**config.mk**
```make
export PLATFORM = sky130hd
export DESIGN_NAME = player_cannon_ctrl
export DESIGN_NICKNAME = d
export VERILOG_FILES = /design/src/rtl/player_cannon_ctrl.sv
export SDC_FILE = /design/constraint.sdc
export NUM_CORES = 1
export LEC_CHECK = 0
export CAP_MARGIN = 25
export CORE_MARGIN = 2
export CORE_UTILIZATION = 50
export CTS_CLUSTER_DIAMETER = 40
export DETAILED_ROUTE_END_ITERATION = 8
export PLACE_DENSITY = 0.72
export SYNTH_ARGS = -nofsm -noshare
export SYNTH_HDL_FRONTEND = slang
export SYNTH_SLANG_ARGS = --single-unit
```
**constraint.sdc**
```tcl
create_clock -name clk_36MHz -period 5.1 [get_ports clk_36MHz]
set_input_delay 0.765 -clock clk_36MHz [delete_from_list [all_inputs] [get_ports clk_36MHz]]
set_output_delay 0.765 -clock clk_36MHz [all_outputs]
set_load 0.05 [all_outputs]
```
**src/rtl/player_cannon_ctrl.sv**
```systemverilog
// Player cannon controller: cannon position from debounced left/right pulses and
// the single player shot (launch, flight, explosion, retire). All outputs registered.
module player_cannon_ctrl #(
    parameter int unsigned X_INIT         = 380,
    parameter int unsigned X_MIN          = 0,
    parameter int unsigned X_MAX          = 760,
    parameter int unsigned STEP           = 4,
    parameter int unsigned SHOT_X_OFS     = 16,
    parameter int unsigned SHOT_Y_START   = 552,
    parameter int unsigned SHOT_STEP      = 8,
    parameter int unsigned SHOT_TOP       = 32,
    parameter int unsigned EXPLODE_FRAMES = 4
) (
    input  logic       clk_36MHz,
    input  logic       reset_n,
    input  logic       enable,
    input  logic       left_pulse,
    input  logic       right_pulse,
    input  logic       fire_pulse,
    input  logic       frame_tick,
    input  logic       hit,
    output logic [9:0] cannon_x,
    output logic [9:0] shot_x,
    output logic [9:0] shot_y,
    output logic       shot_active,
    output logic       shot_exploding,
    output logic       shot_fired
);

    typedef enum logic [1:0] {
        StIdle    = 2'd0,
        StFlying  = 2'd1,
        StExplode = 2'd2
    } state_e;

    state_e     state_q, state_d;
    logic [9:0] cannon_x_q, cannon_x_d;
    logic [9:0] shot_x_q, shot_x_d;
    logic [9:0] shot_y_q, shot_y_d;
    logic [7:0] cnt_q, cnt_d;
    logic       active_q, active_d;
    logic       exploding_q, exploding_d;
    logic       fired_q, fired_d;
    logic [10:0] right_sum;

    // Cannon position: 11-bit arithmetic so neither direction can wrap.
    always_comb begin
        cannon_x_d = cannon_x_q;
        right_sum  = {1'b0, cannon_x_q} + 11'(STEP);
        if (enable) begin
            if (left_pulse && !right_pulse) begin
                if ({1'b0, cannon_x_q} < 11'(X_MIN + STEP)) begin
                    cannon_x_d = 10'(X_MIN);
                end else begin
                    cannon_x_d = cannon_x_q - 10'(STEP);
                end
            end else if (right_pulse && !left_pulse) begin
                if (right_sum > 11'(X_MAX)) begin
                    cannon_x_d = 10'(X_MAX);
                end else begin
                    cannon_x_d = right_sum[9:0];
                end
            end
        end
    end

    // Shot FSM next state; status flags are derived from the next state so they stay registered.
    always_comb begin
        state_d    = state_q;
        shot_x_d   = shot_x_q;
        shot_y_d   = shot_y_q;
        cnt_d      = cnt_q;
        fired_d    = 1'b0;
        if (enable) begin
            case (state_q)
                StIdle: begin
                    // Launch uses the pre-move cannon position; a same-cycle tick is not applied.
                    if (fire_pulse) begin
                        shot_x_d = cannon_x_q + 10'(SHOT_X_OFS);
                        shot_y_d = 10'(SHOT_Y_START);
                        fired_d  = 1'b1;
                        state_d  = StFlying;
                    end
                end
                StFlying: begin
                    if (hit) begin
                        cnt_d   = 8'(EXPLODE_FRAMES);
                        state_d = StExplode;
                    end else if (frame_tick) begin
                        if (shot_y_q < 10'(SHOT_TOP + SHOT_STEP)) begin
                            state_d = StIdle;
                        end else begin
                            shot_y_d = shot_y_q - 10'(SHOT_STEP);
                        end
                    end
                end
                StExplode: begin
                    if (frame_tick) begin
                        if (cnt_q <= 8'd1) begin
                            cnt_d   = 8'd0;
                            state_d = StIdle;
                        end else begin
                            cnt_d = cnt_q - 8'd1;
                        end
                    end
                end
                default: begin
                    state_d = StIdle;
                end
            endcase
        end
        active_d    = (state_d == StFlying);
        exploding_d = (state_d == StExplode);
    end

    // State and output registers.
    always_ff @(posedge clk_36MHz or negedge reset_n) begin
        if (!reset_n) begin
            state_q     <= StIdle;
            cannon_x_q  <= 10'(X_INIT);
            shot_x_q    <= 10'd0;
            shot_y_q    <= 10'd0;
            cnt_q       <= 8'd0;
            active_q    <= 1'b0;
            exploding_q <= 1'b0;
            fired_q     <= 1'b0;
        end else begin
            state_q     <= state_d;
            cannon_x_q  <= cannon_x_d;
            shot_x_q    <= shot_x_d;
            shot_y_q    <= shot_y_d;
            cnt_q       <= cnt_d;
            active_q    <= active_d;
            exploding_q <= exploding_d;
            fired_q     <= fired_d;
        end
    end

    assign cannon_x       = cannon_x_q;
    assign shot_x         = shot_x_q;
    assign shot_y         = shot_y_q;
    assign shot_active    = active_q;
    assign shot_exploding = exploding_q;
    assign shot_fired     = fired_q;

endmodule

```
# Word level (Yosys, flattened, before mapping)

Index checks and enable logic that the tools add are counted.

Multiplexer cells: 24
$add $sub $neg: 5
Order comparisons: 4
Reductions and logical operators: 12
Equal/unequal tests: 10

Operator list:

| kind                                                         | number |
|---|---|
| two-way mux 10 bit                                           | 8 |
| two-way mux 8 bit                                            | 3 |
| case mux 10 bit (2 select lines)                             | 1 |
| case mux 8 bit (2 select lines)                              | 1 |
| two-way mux 2 bit                                            | 7 |
| != test 2 bit (second input constant)                        | 6 |
| adder 10 x 3 -> 11 bit (second input constant)               | 1 |
| > comparator 11 x 10 -> 1 bit (second input constant)        | 1 |
| adder 10 x 5 -> 10 bit (second input constant)               | 1 |
| less-than comparator 10 x 3 -> 1 bit (second input constant) | 1 |
| less-than comparator 10 x 6 -> 1 bit (second input constant) | 1 |
| subtractor 10 x 3 -> 10 bit (second input constant)          | 1 |
| subtractor 10 x 4 -> 10 bit (second input constant)          | 1 |
| <= comparator 8 x 1 -> 1 bit (second input constant)         | 1 |
| subtractor 8 x 1 -> 8 bit (second input constant)            | 1 |
| case mux 2 bit (3 select lines)                              | 1 |
| AND reduction 6 bit                                          | 1 |
| nonzero test 2 bit                                           | 3 |
| == test 2 x 1 -> 1 bit (second input constant)               | 2 |
| == test 2 bit (second input constant)                        | 2 |
| AND reduction 4 bit                                          | 1 |
| two-way mux 1 bit                                            | 3 |
| AND reduction 3 bit                                          | 1 |
| logical AND 1 bit                                            | 2 |
| 3 further kinds                                              | 4 |

Logic and storage cells: 63
Register bits: 43
Input bits: 8
Output and inout port bits: 33

# Depth between registers and ports, before layout

Word-level depth: 7
Gate-level depth with buffers: 8
Gate-level depth less buffers: 7

# Worst setup path before layout

No wires, ideal clock.

Kind: reg-to-reg
Start point: register cannon_x_q[2] (netlist: cannon_x[2])
End point: register cannon_x_q[5] (netlist: cannon_x[5])
Arrival: 2.052 ns
Setup slack: 2.952 ns
Stages on the path, launching flop included: 9
Cell sequence: dfstp_2 -> buf_2 -> inv_1 -> ha_1 -> nand2_1 -> or4b_4 -> a32o_1 -> a21oi_2 -> a32oi_1

Cells in the longest elaborated chain, start to end: 5

Ends and longest elaborated chain:

| item                          | RTL line | RTL |
|---|---|---|
| from (decl)                   | 37       | `logic [9:0] cannon_x_q, cannon_x_d;` |
| from (signal assigned)        | 120      | `cannon_x_q <= 10'(X_INIT);` |
| from (signal assigned)        | 129      | `cannon_x_q <= cannon_x_d;` |
| adder 10 x 3 -> 11 bit        | 49       | `right_sum = {1'b0, cannon_x_q} + 11'(STEP);` |
| > comparator 11 x 10 -> 1 bit | 58       | `if (right_sum > 11'(X_MAX)) begin` |
| two-way mux 10 bit            | 58       |  |
| two-way mux 10 bit            | 57       | `end else if (right_pulse && !left_pulse) begin` |
| two-way mux 10 bit (*)        | 51       | `if (left_pulse && !right_pulse) begin` |

Mark *: on every way between the ends. The rest lies on a longest branch, timed or not. The select of a mux whose other input is x is not followed.
A chain may end at the register's enable or synchronous reset.

# Final worst setup path

Start point: register cannon_x_q[6] (netlist: cannon_x[6])
End point: output port cannon_x[6]

RTL lines:

| item      | RTL line | RTL |
|---|---|---|
| to (decl) | 22       | `output logic [9:0] cannon_x,` |

No word-level cell between the ends.

==> results.txt <==
Buffers added to address setup during post-CTS repair amount to 0. The maximum clock frequency is 377 MHz. The most used flip-flop cell after synthesis is dfrtp_1. The library cell used most frequently in the layout, excluding fill and tap cells, is clkdlybuf4s50_1. In this run, distinct cell masters in the synthesized netlist total 63. The critical path depth in cells is 1. The share of total power in combinational logic came out at 50.1%.

The flow ran to the end, and the final reports show no timing, DRC or antenna violations. The number of enable-type register cells in the synthesized netlist came out at 0. The TritonCTS clock tree is built. The data arrival time of the critical path is 1.89 ns. The worst register-to-register path has a depth of 6.

The remaining routing DRC violations is 0. The via count of the first global-routing pass came out at 1765. Once the clock tree was built, the resizer swapped 0 gates to a different size. Buffers placed on the I/O ports in this run total 33. After synthesis, flip-flops and latches occupy 39.4% of the total area. The critical path buffer and inverter count came out at 1.

The proportion of layout cells with a drive suffix above 1 is 8.83%. The number of standard-cell rows in the floorplan came out at 24. In this run the clock root is driven by a clkbuf_8. The number of antenna repair diodes is 0. The total cell area at the placement stage is 2610 sq um. The die is 71.9 um wide. The number of standard cells after synthesis is 256.

For this run the aggregate overflow at the end of global routing stands at 0. Entering global routing, the biggest net connects 37 pins. The proportion of power drawn by the clock network came out at 15.1%. The final core area utilization is approximately 62%. The total negative slack came out at 0 ns. The overall routing resource usage is 19.5%. The wire length of the first global-routing pass is around 8000 um.

The critical setup path kind is reg2out. The weighted congestion at the end of routability-driven global placement is 0.830. The count of cells in the finished layout, fillers not included, comes to about 340. The worst ir drop on vdd is 0.000266 V.

The number of placed instances, taps included, is approximately 330. 41 I/O pins were placed. The startpoint of the worst hold path is shot_x[5]. Sequential cells burn 34.8% of the power. The leakage power of the design came out at 1.10 nW.

The summed instance area of the synthesized netlist is 2300 sq um. Setup violations remaining at the end of the flow were counted as 0. The synthesized flop and latch total is 36. The quantity of hold-fixing buffers added after cts came out at 0. The detailed router's first-iteration violation count came out at between 100 and 150. The total chip power came out at ~1.6 mW. The H-tree generated during clock tree synthesis spans 2 levels. The detailed-route wire length per cell came out at 14.2 um.

Net switching is approximately 48% of the power. The placeable core region is 4380 sq um. The transition time at the pin with the least slew margin came out at between 0.7 and 0.8 ns.

The kind of end point of the critical path is an output port. The detailed-route wire length came out at around 4800 um. For this run, the post-layout net count is 299.

The clock edge transition at the registers on the reported setup and hold paths is 0.07 ns. Using the TritonRoute via totals, the vias-per-cell ratio works out to 5.79. The cell area after layout came out at 2710 sq um.

The remaining number of nets flagged by the antenna check after routing came out at 0. The internal power consumption came out at slightly below 900 uW. The critical path goes through clkdlybuf4s50_1.

The sum of net half-perimeters after detailed placement came out at 3300 um. TritonCTS created 5 clock buffers. The fill cell total of the finished layout came out at approximately 400. The data required time at the worst endpoint came out at roughly 4.3 ns.

The floorplan die height came out at approximately 70 um. During synthesis, Yosys emitted a total of 0 warnings. The initial cell density of the core is 52.5%. The biggest fanout along the worst timing path came out at 17. CTS saw 36 sinks.

The count of TritonRoute iterations in the first routing pass came out at 4. The startpoint of the worst register-to-register path is cannon_x[4]. The die covers just over 5000 sq um. Of all flip-flops after synthesis, the portion carrying an async set or reset was 100%. In the layout the commonest cells are clkdlybuf4s50_1 (33), dfrtp_1 (30), nand2_1 (25), nor2_1 (23), o21ai_0 (17). Setup repair after global routing left no endpoint under its margin. The final critical delay including setup and external delays came out at between 2 and 3 ns. A synthesized cell averages 9.00 sq um. The switching component of the power is a little under 800 uW. The number of hold-slack violations in the final timing report is 0.

The path category of the worst min-delay check is reg2reg. The initial antenna violation count came to 0. The period utilization is 52.1%. The setup slack of the worst register-to-register path is 2.84 ns. The maximum clock insertion buffer count is 2. The startpoint type of the worst setup path is a flip-flop. For this run, the slowest stage of the critical path takes 0.87 ns. Counting instances, the worst hold path has a depth of 2. In this run the tightest slew margin relative to its limit is 50.7%. The path with the worst hold slack has its endpoint at shot_x[5]. The slowest stage of the critical path is the clkdlybuf4s50_1 cell. Across the run, the number of max-cap violations was 0. The worst-case clock skew is 0.00474 ns. The total number of vias is 1940. The later pin in the worst-skew pair is clocked with a latency of between 0.2 and 0.3 ns. The worst register-to-register path ends at cannon_x[4]. The layout overhead on the synthesized area is 17.8%. Grouping stages by cell kind, the critical path spends the most delay in buffers and inverters.

The number of slew-limit violations in the final report is 0. The power per unit of standard cell area came out at 607 nW/um^2.
synthesized netlist by cell type (all sizes together) (7+ instances only):
cell | number | area, sq um
buf | 15 | 100
dfrtp | 30 | 751
ha | 9 | 113
inv | 11 | 41.3
nand2 | 26 | 100
nor2 | 24 | 106
nor3 | 8 | 40.0
o21ai | 20 | 104
xnor2 | 7 | 61.3
routing by layer:
metal / vias to the layer above / GRT usage (%) / share of wire (%)
li1: 960 / - / -
met1: 921 / 27.2 / 48
met2: 55 / 29.8 / 46
met3: 4 / 4.08 / 5.6
met4: 0 / 7.13 / 0.74
met5: - / 0 / 0
metrics by stage:
step	worst slack (ns)	hold slack, ns
2_1_floorplan	2.95	0.469
3_3_place_gp	2.35	0.461
3_5_place_dp	2.29	0.467
4_1_cts	2.44	0.486
5_1_grt	2.37	0.500
6_report	2.45	0.478
registers in the layout, summed over array words and instances (netlist names):
name	cells
cannon_x	8
shot_y	7
shot_x	8
shot_fired	1
cnt_q	8
state_q	2
shot_active	1
shot_exploding	1
kinds of logic after synthesis:
kind of cell    count (synthesis)  synth area share (%)
compound gates                 60                  17.6
xor+xnor                       12                  4.56
fa+ha+maj                       9                  4.89
buf+inv                        33                  7.33
flops                          36                  39.4
mux                             3                  1.30
other cells                     1                 0.163
simple gates                  102                  24.7
worst max path at each step:
stage               slack [ns]        start          end
global placement          2.35   left_pulse  cannon_x[5]
floorplan                 2.95  cannon_x[2]  cannon_x[5]
global route              2.37  right_pulse  cannon_x[5]
detailed placement        2.29   left_pulse  cannon_x[5]
finish                    2.45  cannon_x[6]  cannon_x[6]
CTS                       2.44  cannon_x[6]  cannon_x[6]
area by class of cell:
cell class,count,area [sq um],share of cell area (%)
clock buffers,6,72.6,2.67
inverters,12,46.3,1.71
well taps,52,65.1,2.40
flip-flops and latches,36,908,33.5
repair buffers,34,338,12.4
clock inverters,2,35.0,1.29
multi-input cells,193,1250,46.0
power by group through the flow:
stage | clock network [mW] | registers (mW) | logic (mW)
after CTS | 0.254 | 0.574 | 0.829
after global routing | 0.267 | 0.596 | 0.892
after global placement | 0 | 0.578 | 0.820
after floorplan | 0 | 0.757 | 0.415
final | 0.249 | 0.573 | 0.826
after detailed placement | 0 | 0.579 | 0.824
Power figures use the tool's default switching activity.
